==> src/rtl/game_input_ctrl.sv <==
// Button front end for the Game core: synchronizes and debounces the start/jump
// buttons and turns presses into run-state-qualified start/jump commands.
module game_input_ctrl #(
  parameter int unsigned DEBOUNCE_CYCLES = 4,
  parameter int unsigned JUMP_HOLD       = 2,
  parameter int unsigned OVER_GUARD      = 2
) (
  input  logic       game_clk,
  input  logic       rst_n,
  input  logic       btn_jump,
  input  logic       btn_start,
  input  logic       game_over,
  output logic       start,
  output logic       jump,
  output logic [1:0] run_state,
  output logic [7:0] jump_count
);

  typedef enum logic [1:0] {
    IDLE = 2'b00,
    RUN  = 2'b01,
    OVER = 2'b10
  } state_t;

  localparam logic [7:0] DB_LAST    = 8'(DEBOUNCE_CYCLES - 1);
  localparam logic [3:0] HOLD_LAST  = 4'(JUMP_HOLD - 1);
  localparam logic [7:0] GUARD_INIT = 8'(OVER_GUARD);

  // Bit 0 carries the jump button, bit 1 the start button.
  logic [1:0] btn;
  logic [1:0] sync_1;
  logic [1:0] sync_2;
  logic [1:0] level;
  logic [1:0] level_d;
  logic [1:0] press;
  logic [7:0] db_cnt [2];

  assign btn = {btn_start, btn_jump};

  genvar gi;
  generate
    for (gi = 0; gi < 2; gi++) begin : g_btn
      always_ff @(posedge game_clk) begin
        if (!rst_n) begin
          sync_1[gi]  <= 1'b0;
          sync_2[gi]  <= 1'b0;
          level[gi]   <= 1'b0;
          level_d[gi] <= 1'b0;
          press[gi]   <= 1'b0;
          db_cnt[gi]  <= 8'd0;
        end else begin
          sync_1[gi]  <= btn[gi];
          sync_2[gi]  <= sync_1[gi];
          level_d[gi] <= level[gi];
          // Registered rising-edge detect keeps press glitch-free for the FSM.
          press[gi]   <= level[gi] & ~level_d[gi];
          if (sync_2[gi] != level[gi]) begin
            if (db_cnt[gi] == DB_LAST) begin
              level[gi]  <= sync_2[gi];
              db_cnt[gi] <= 8'd0;
            end else begin
              db_cnt[gi] <= db_cnt[gi] + 8'd1;
            end
          end else begin
            db_cnt[gi] <= 8'd0;
          end
        end
      end
    end
  endgenerate

  logic       jump_press;
  logic       start_press;
  state_t     state;
  logic [3:0] hold_cnt;
  logic [7:0] guard_cnt;

  assign jump_press  = press[0];
  assign start_press = press[1];
  assign run_state   = state;

  always_ff @(posedge game_clk) begin
    if (!rst_n) begin
      state      <= IDLE;
      start      <= 1'b0;
      jump       <= 1'b0;
      jump_count <= 8'd0;
      hold_cnt   <= 4'd0;
      guard_cnt  <= 8'd0;
    end else begin
      start <= 1'b0;
      case (state)
        IDLE, OVER: begin
          // A simultaneous jump press is simply not looked at here.
          if (start_press) begin
            start      <= 1'b1;
            state      <= RUN;
            guard_cnt  <= GUARD_INIT;
            jump_count <= 8'd0;
          end
        end
        RUN: begin
          if (guard_cnt != 8'd0) begin
            guard_cnt <= guard_cnt - 8'd1;
          end
          if ((guard_cnt == 8'd0) && game_over) begin
            state    <= OVER;
            jump     <= 1'b0;
            hold_cnt <= 4'd0;
          end else if (jump) begin
            if (hold_cnt == 4'd0) begin
              jump <= 1'b0;
            end else begin
              hold_cnt <= hold_cnt - 4'd1;
            end
          end else if (jump_press) begin
            jump     <= 1'b1;
            hold_cnt <= HOLD_LAST;
            if (jump_count != 8'hFF) begin
              jump_count <= jump_count + 8'd1;
            end
          end
        end
        default: begin
          state <= IDLE;
          jump  <= 1'b0;
        end
      endcase
    end
  end

endmodule
==> config.mk <==
export PLATFORM = sky130hd
export DESIGN_NAME = game_input_ctrl
export DESIGN_NICKNAME = d
export VERILOG_FILES = /design/src/rtl/game_input_ctrl.sv
export SDC_FILE = /design/constraint.sdc
export NUM_CORES = 1
export LEC_CHECK = 0
export CELL_PAD_IN_SITES_DETAIL_PLACEMENT = 2
export CELL_PAD_IN_SITES_GLOBAL_PLACEMENT = 2
export CORE_MARGIN = 3
export CORE_UTILIZATION = 37
export CTS_CLUSTER_DIAMETER = 30
export DETAILED_ROUTE_END_ITERATION = 8
export PLACE_DENSITY_LB_ADDON = 0.1
export SLEW_MARGIN = 25
export SYNTH_ARGS = -nofsm -noshare
export SYNTH_HDL_FRONTEND = slang
export SYNTH_SLANG_ARGS = --single-unit
==> constraint.sdc <==
create_clock -name game_clk -period 2.2 [get_ports game_clk]
set_input_delay 0.44 -clock game_clk [delete_from_list [all_inputs] [get_ports game_clk]]
set_output_delay 0.44 -clock game_clk [all_outputs]
set_load 0.01 [all_outputs]
# After elaboration in Yosys (flattened, before gate mapping)
# Memory sizes are Yosys's and may differ from the RTL's.
# Cells that the tools add are included.
# word_totals
input_bits	5
regBits	34
ram_bits	16
memories	1
# op_classes
reduce_logical	15
bitwise	10
add_sub_neg	5
muxes	51
n_eq_ne	15
# memory_table
memory	words	word_bits	read_ports	rd_clocked_by_memory_dff	write_ports	line	rtl
db_cnt	2	8	2	0	2	36	logic [7:0] db_cnt [2];
# op_table
cell	count
$mux W8	13
$pmux W8 S2	2
$mux W1	28
$add A8 B1 Y8 const B	3
$eq A8 B2 Y1 const B	2
$mux W4	4
$ne A2 B2 Y1 const B	7
$logic_not A8 Y1	1
$ne A8 B8 Y1 const B	1
$reduce_and A2 Y1	4
$reduce_bool A8 Y1	1
$sub A8 B1 Y8 const B	1
$or A1 B1 Y1	6
$reduce_and A3 Y1	2
$reduce_and A6 Y1	1
$logic_not A4 Y1	1
$mux W2	2
$pmux W2 S2	1
$sub A4 B1 Y4 const B	1
$ne A3 B3 Y1 const B	1
$reduce_bool A3 Y1	1
$and A1 B1 Y1	2
$eq A2 B1 Y1 const B	1
$eq A2 B2 Y1 const B	1
other kinds (7)	9

# Depth between registers and ports, before layout
# Gate-level depths: netlist (run 1).
# logic_depth
word_depth	8
ltp_mapped	7

# Least setup slack after synthesis (run 1)
# Ideal clock, no wire load.
# synth_path
path_kind	register to register
start	reg jump_count[0]
end	reg jump_count[4]
path_slack_ns	0.404
path_stages_with_launch	8
required_ns	2.069
synth_period_minus_slack_ns	1.796
arrival_time_ns	1.665
cell_sequence	dfxtp_1 ha_1 nand3_1 o311a_1 and3_2 buf_2 a41oi_1 a31oi_1
# synth_between
elab_chain_len	6
elab_cells_between_ends	9
cone_classes	add/sub (1); eq/ne (2); mux (5); reduce/logical (1)
# synth_lines
element	line	rtl
start: declaration	16	output logic [7:0] jump_count
start signal: assignment	120	jump_count <= jump_count + 8'd1;
$add A8 B1 Y8	120	
$mux W8	119	if (jump_count != 8'hFF) begin
$mux W8	116	end else if (jump_press) begin
$mux W8	110	end else if (jump) begin
$mux W8	106	if ((guard_cnt == 8'd0) && game_over) begin
$pmux W8 S2	92	case (state)
# Parallel ways exist; a longest one is shown, timed or not. The select of a mux whose other input is x is not followed.
# A chain may end at the register's enable or synchronous reset.

# Final worst setup path (run 1)
# layout_path
start	reg guard_cnt[1]
end	reg guard_cnt[7]
# layout_between
elab_chain_len	3
elab_cells_between_ends	6
cone_classes	add/sub (1); eq/ne (1); mux (2); reduce/logical (2)
# layout_lines
element	line	rtl
start: declaration	76	logic [7:0] guard_cnt;
start signal: assignment	104	guard_cnt <= guard_cnt - 8'd1;
$sub A8 B1 Y8 / $reduce_bool A8 Y1 (equally long branches)	104, 103	
$mux W8 / $ne A2 B2 Y1 (equally long branches)	--	
$pmux W8 S2 / $reduce_and A3 Y1 (equally long branches)	--	
# Parallel ways exist; a longest one is shown, timed or not. The select of a mux whose other input is x is not followed.

==> impl_metrics.csv, run 1 <==
group,metric,value,unit
synth,syn_area,2328,um^2
synth,yosys_warnings,0,
worst_setup_path,critPathRequiredTime,2390,ps
route,vias_per_cell,5.201,
global_routing,grt_max_degree,15,
sta,setup_viol,0,
worst_setup_path,max_stage_delay,460,ps
clocking,cts_max_path_buffers,2,
floorplanning,die_h,85.33,um
route,wl_per_cell,15.48,um
worst_setup_path,cp.buffers_inverters,1,
floorplanning,ioPinCount,17,
sta,fin_skew,4.964,ps
layout,n_antenna_cell,0,
sta,slew_viol_final,0,
floorplanning,die-width,85.33,um
pwr,ir_drop,0.3932,mV
clocking,insertion_delay,300,ps
worst_setup_path,crit_family,"simple AND/OR/NAND/NOR gates",
floorplanning,start_util,0.3887,
place,gp_congestion,0.7096,
synth,synthArstFlopShare,0,
job,drv_cap,0,
synth,synth_edf_count,16,
synth,netlist_instances,236,
worst_setup_path,critPathKind,"reg2reg",
floorplanning,die_area,7281,um^2
clocking,cts_tree,"built",
route,drtAntennaViolNets,0,
synth,ys.flop_type,"dfxtp_1",
synth,yosysSeqAreaShare,0.4987,
clocking,htreeDepth,2,
route,totalWireLength,5.402,mm
floorplanning,core.rowCount,28,
worst_setup_path,cp_data_arrival_time,2090,ps
worst_setup_path,crit_path_top_delay_cell,"or3b_2",
worst_setup_path,end_kind,"flop",
route,drc,0,
global_routing,grt_first_pass_wirelength,9.356,mm
pwr,leakage,0.9910,nW
place,portBuffers,16,
synth,ys_seq_elements,50,
min_path,hp-class,"reg2reg",
route,first_iter_violations,75,
layout,post-route-util,0.4543,
layout,fin_nets,285,
clocking,hold_buffers,0,
layout,num-fill-cells,647,
global_routing,antenna_found_initial,0,
sta,min_period,1901,ps
sta,rsz0062_at_grt,"no",
clocking,path_clk_slew,90,ps
global_routing,grt.total_usage,0.1597,
route,vias,1815,
layout,area_growth,16.87,%
synth,ys_types,54,
clocking,cts_num_sinks,50,
sta,holdWs,395.2,ps
floorplanning,core_area,5991,um^2
clocking,post_cts_buffers,0,
clocking,cts_resized,0,
worst_setup_path,startpoint_type,"flop",
global_routing,gr-total-overflow,0,
global_routing,grt_pass1_vias,1956,
synth,postSynthAreaPerCell,9.866,um^2
worst_setup_path,cp_max_fo,4,
place,dp_hpwl,3.996,mm
sta,max_freq,525.9,MHz
status,status,"finished, final reports clean",
sta,final_hold_viol_count,0,
route,drt-pass1-iter-count,4,
sta,fin_crit_sh,0.8643,
worst_setup_path,path_cells,"inv_1 -> ha_1 -> or3b_2 -> o2111ai_1 -> nor3_1 -> xnor2_1 -> nor2_1",
clocking,cts_made_buffers,5,
clocking,cts-root-buf,"clkbuf_8",
layout,drive_gt1_frac,0.06204,
sta,fin_setup_tns,0,ps
pwr,power_per_cell_area,575.1,nW/um^2
-- path summary, 6_finish.rpt --
| path | startpoint | to | slack [ps] | cells past startpoint |
|---|---|---|---|---|
| setup / recovery | guard_cnt[1] | guard_cnt[7] | 300 | 7 |
| hold / removal | level_d[1] | start_press | 400 | 1 |
| setup reg to reg | guard_cnt[1] | guard_cnt[7] | 300 | 7 |
| hold reg to reg | level_d[1] | start_press | 400 | 1 |
-- report_power, final --
part | switching, mW | total, mW | leakage [nW] | internal [mW]
sequential | 0.0148 | 0.982 | 0.440 | 0.967
clock | 0.295 | 0.522 | 0.0395 | 0.227
combinational | 0.0359 | 0.0610 | 0.512 | 0.0251
total | 0.346 | 1.56 | 0.991 | 1.22
-- flip-flops by register name (all words and copies together), names as in the netlist, 2 cells and up --
register and flops:
sync_2 2, level_d 2, guard_cnt 8, db_cnt 16, run_state 2, sync_1 2, level 2, hold_cnt 4
jump_count 8
-- cell usage after synthesis (all sizes together) (2+ instances only) --
master  count  area [um^2]
a21oi       7        35.03
a31oi       4        40.04
a41oi       2        17.52
and2        6        37.54
and3        5        37.54
and4        2        18.77
clkbuf      2        7.510
dfxtp      34        680.7
edfxtp     16        480.5
ha          7        87.58
inv         8        30.03
mux2i       3        30.03
nand2      17        66.32
nand3      12        60.06
nand4       2        27.53
nor2       39        146.4
nor2b       4        25.02
nor3        6        30.03
nor3b       2        15.01
nor4        3        33.78
o21ai      10        50.04
o32ai       2        17.52
or2         2        12.52
xnor2       7        61.31
xor2       14        122.6
-- layout make-up --
cell class,count,area [um^2],share of cell area
multi-input cells,190,1181,0.4340
flip-flops and latches,50,1161,0.4267
inverters,8,30.03,0.01103
clock buffers,8,80.08,0.02943
repair buffers,18,175.2,0.06437
well taps,75,93.84,0.03448
-- per-stage QoR --
| stage | instances | area (um^2) | total power [mW] | worst slack, ps |
|---|---|---|---|---|
| final | 349 | 2721 | 1.565 | 298.5 |
| after global placement | 341 | 2641 | 1.061 | 308.8 |
| after CTS | 349 | 2721 | 1.583 | 285.5 |
| after floorplan | 251 | 2385 | 1.037 | 404.1 |
| after detailed placement | 341 | 2641 | 1.064 | 240.1 |
| after global routing | 349 | 2721 | 1.628 | 101.6 |
-- layout by cell type (no fill, tap or decap), types with 3 or more instances in the layout --
cell type / n
nor3_1: 6
ha_1: 7
clkdlybuf4s50_1: 16
nor2b_1: 4
dfxtp_1: 34
and3_1: 3
mux2i_1: 3
xor2_1: 14
nor2_1: 39
a21oi_1: 7
edfxtp_1: 16
nand2_1: 16
inv_1: 8
clkbuf_8: 5
and2_1: 6
o21ai_0: 9
nand3_1: 12
xnor2_1: 7
conb_1: 16
clkbuf_1: 3
a31oi_1: 3
-- cell families (layout without fill, tap and decap cells) --
logic type | after synthesis | count (layout) | synth area share
xor gates and xnor gates | 21 | 21 | 0.07899
adders and majority gates | 7 | 7 | 0.03761
buffers and inverters | 11 | 34 | 0.01827
and+or+nand+nor | 107 | 107 | 0.2440
AOI/OAI and AO/OA | 35 | 35 | 0.1032
other | 1 | 16 | 0.001610
muxes | 4 | 4 | 0.01773
DFF | 50 | 50 | 0.4987
-- metal layers --
metal  wire length, um  global-route usage
met1              2678              0.2118
met2              2557              0.2606
met3               116             0.03301
met4                50             0.05036
met5                 0                   0
-- worst reg2reg max path: stages, from the launching register on --
cell,delay (ps)
dfxtp_1,340
inv_1,100
ha_1,290
or3b_2,460
o2111ai_1,270
nor3_1,100
xnor2_1,170
nor2_1,60
Note: power is estimated with default switching activity, not from simulation.
==> run 2, diff against run 1 <==
--- a/config.mk
+++ b/config.mk
@@ -5,12 +5,14 @@
 export SDC_FILE = /design/constraint.sdc
 export NUM_CORES = 1
 export LEC_CHECK = 0
+export ABC_AREA = 1
 export CELL_PAD_IN_SITES_DETAIL_PLACEMENT = 2
 export CELL_PAD_IN_SITES_GLOBAL_PLACEMENT = 2
 export CORE_MARGIN = 3
-export CORE_UTILIZATION = 37
+export CORE_UTILIZATION = 34
 export CTS_CLUSTER_DIAMETER = 30
 export DETAILED_ROUTE_END_ITERATION = 8
+export GPL_TIMING_DRIVEN = 0
 export PLACE_DENSITY_LB_ADDON = 0.1
 export SLEW_MARGIN = 25
 export SYNTH_ARGS = -nofsm -noshare
==> constraint.sdc (replaced) <==
create_clock -name game_clk -period 2.2 [get_ports game_clk]
set_input_delay 0.33 -clock game_clk [delete_from_list [all_inputs] [get_ports game_clk]]
set_output_delay 0.33 -clock game_clk [all_outputs]
set_load 0.01 [all_outputs]
==> run 2 against run 1 <==
  * Utilization fell by 4.4 points
  * Design area rose by 9.8%
  * Total power rose by 2.4%
  * First-iteration DRC count fell by 39%
  * Sequential share of layout area fell by 3.8 points
  * Largest cell class unchanged
==> impl_metrics.csv, run 2 <==
group,metric,value,unit
status,status,"finished, final reports clean",
clocking,hold_buffers,0,
clocking,post_cts_buffers,0,
pwr,finalPower,1.603,mW
worst_setup_path,path_depth,6,
global_routing,grt_max_degree,15,
worst_setup_path,path_cells,"ha_1 -> nand2_1 -> o211ai_1 -> a21oi_1 -> nand2_1 -> inv_1",
worst_setup_path,reg2reg_slack,420,ps
place,dp_hpwl,5.003,mm
synth,synth_common_cells,"nand2_1 (74), nor2_1 (52), inv_1 (43)",
floorplanning,core_area,7292,um^2
synth,ys_types,30,
route,wl_per_cell,13.74,um
layout,layout_commonest_cell,"nand2_1",
min_path,hp-start,"rst_n",
clocking,insertion_delay,310,ps
clocking,cts_max_path_buffers,2,
worst_setup_path,cpMostUsedCell,"nand2_1",
clocking,cts_made_buffers,5,
sta,fin_skew,10.49,ps
global_routing,gr-total-overflow,0,
place,gp_congestion,0.7761,
synth,synth_top_area_cell,"dfxtp_1",
layout,n_antenna_cell,0,
worst_setup_path,reg2reg_to,"db_cnt[0][6]",
synth,syn_area,2577,um^2
synth,synthArstFlopShare,0,
layout,fin_nets,389,
min_path,hp-class,"in2reg",
route,vias,2297,
clocking,cts-root-buf,"clkbuf_8",
layout,largest_registers,"db_cnt x16, guard_cnt x8, jump_count x8",
route,first_iter_violations,46,
synth,synth.top_cell.area_share,0.2641,
worst_setup_path,cp_max_fo,8,
sta,worstMarginPinSlew,703.2,ps
pwr,power_per_cell_area,536.3,nW/um^2
route,vias_per_cell,4.816,
layout,area_growth,15.97,%
worst_setup_path,crit_family,"compound AO/OA/AOI/OAI gates",
route,drt-pass1-iter-count,4,
global_routing,antenna_found_initial,0,
worst_setup_path,critPathRequiredTime,2270,ps
sta,max_freq,562.6,MHz
worst_setup_path,critPathKind,"reg2reg",
clocking,cts_resized,0,
synth,ys.flop_type,"dfxtp_1",
worst_setup_path,cp_data_arrival_time,1850,ps
sta,rsz0062_at_grt,"no",
pwr,leakage,1.244,nW
worst_setup_path,crit_path_end,"db_cnt[0][6]",
floorplanning,die_h,93.07,um
synth,synth_edf_count,16,
sta,fin_setup_tns,0,ps
worst_setup_path,cp-startpoint,"db_cnt[0][0]",
layout,final_cell_mix,"nand2_1 (74), nor2_1 (52), inv_1 (43), dfxtp_1 (34)",
route,drc,0,
worst_setup_path,end_kind,"flop",
min_path,min_path_cells,3,
sta,holdWs,316.0,ps
layout,largest_register,"db_cnt",
clocking,cts_tree,"built",
synth,ys_seq_elements,50,
synth,yosysMostFrequentCell,"nand2_1",
sta,fin_crit_sh,0.8079,
floorplanning,die_area,8661,um^2
synth,yosysSeqAreaShare,0.4505,
synth,postSynthAreaPerCell,7.581,um^2
floorplanning,start_util,0.3535,
synth,yosys_warnings,0,
job,drv_cap,0,
route,drtAntennaViolNets,0,
sta,slew_viol_final,0,
place,portBuffers,15,
pwr,ir_drop,0.2915,mV
layout,largest_reg_flops,16,
layout,drive_gt1_frac,0.07672,
sta,setup_viol,0,
floorplanning,core.rowCount,31,
global_routing,grt.total_usage,0.1686,
synth,yosys-top-cells-area,"dfxtp_1 (26%), edfxtp_1 (19%), nand2_1 (11%)",
clocking,cts_num_sinks,50,
clocking,path_clk_slew,100,ps
sta,final_hold_viol_count,0,
floorplanning,ioPinCount,17,
worst_setup_path,crit_path_top_delay_cell,"o211ai_1",
worst_setup_path,r2r_cells,6,
floorplanning,die-width,93.07,um
worst_setup_path,max_stage_delay,600,ps
clocking,htreeDepth,2,
layout,num-fill-cells,887,
sta,relSlewSlack,0.5291,
global_routing,grt_first_pass_wirelength,11.79,mm
route,totalWireLength,6.553,mm
worst_setup_path,reg2reg_from,"db_cnt[0][0]",
synth,netlist_instances,340,
worst_setup_path,cp.buffers_inverters,1,
global_routing,grt_pass1_vias,2514,
sta,min_period,1777,ps
worst_setup_path,startpoint_type,"flop",
run 2: cell types whose count changed after synthesis, moves of 10 or more:
cell,before,now
a21oi_1,7,22
inv_1,8,43
nand2_1,16,74
nand3_1,12,22
nand4_1,1,13
nor2_1,39,52
run 2: power breakdown:
| group | switching (mW) | leakage, nW | internal [mW] |
|---|---|---|---|
| clock network | 0.325 | 0.0426 | 0.220 |
| registers | 0.0148 | 0.440 | 0.969 |
| logic | 0.0490 | 0.761 | 0.0256 |
run 2: cell type report:
cell class | count | area, um^2 | area share
inverters | 47 | 176.4 | 0.05902
well taps | 99 | 123.9 | 0.04144
flip-flops and latches | 50 | 1161 | 0.3884
plain buffers | 5 | 37.54 | 0.01256
clock buffers | 6 | 72.57 | 0.02428
multi-input cells | 253 | 1259 | 0.4211
clock inverters | 2 | 8.758 | 0.002930
repair buffers | 15 | 150.1 | 0.05023
run 2: cell families after synthesis:
logic type / after synthesis / synth area share
simple gates: 187 / 0.3272
buf+inv: 52 / 0.08301
flops: 50 / 0.4505
compound gates: 33 / 0.06990
xor+xnor: 10 / 0.03398
fa+ha+maj: 7 / 0.03398
other cells: 1 / 0.001455
run 2: worst min-delay path: stages:
cell,delay [ps]
buf_4,150
nand2_1,70
a21oi_1,30
run 2: metrics by stage:
stage               instance area, um^2    util  std cells  worst slack [ps]
floorplan                          2634       -        355             748.9
global placement                   2908  0.3988        469             429.1
detailed placement                 2908  0.3988        469             359.7
CTS                                2989  0.4099        477             354.3
global route                       2989  0.4099        477             168.9
finish                             2989  0.4099        477             422.7
run 2: worst min path at each step:
stage                   endpoint  slack [ps]
floorplan             jump_press         370
global placement      jump_press         370
detailed placement   start_press         390
CTS                 run_state[1]         310
global route        guard_cnt[2]         320
finish              guard_cnt[2]         320
run 2: routing by layer:
| layer | up-vias | global-route usage | routed length [um] |
|---|---|---|---|
| met3 | 7 | 0.03218 | 134 |
| met4 | 0 | 0.04396 | 75 |
| met2 | 14 | 0.2939 | 3281 |
| met5 | - | 0 | 0 |
| li1 | 1147 | - | - |
| met1 | 1129 | 0.2132 | 3062 |
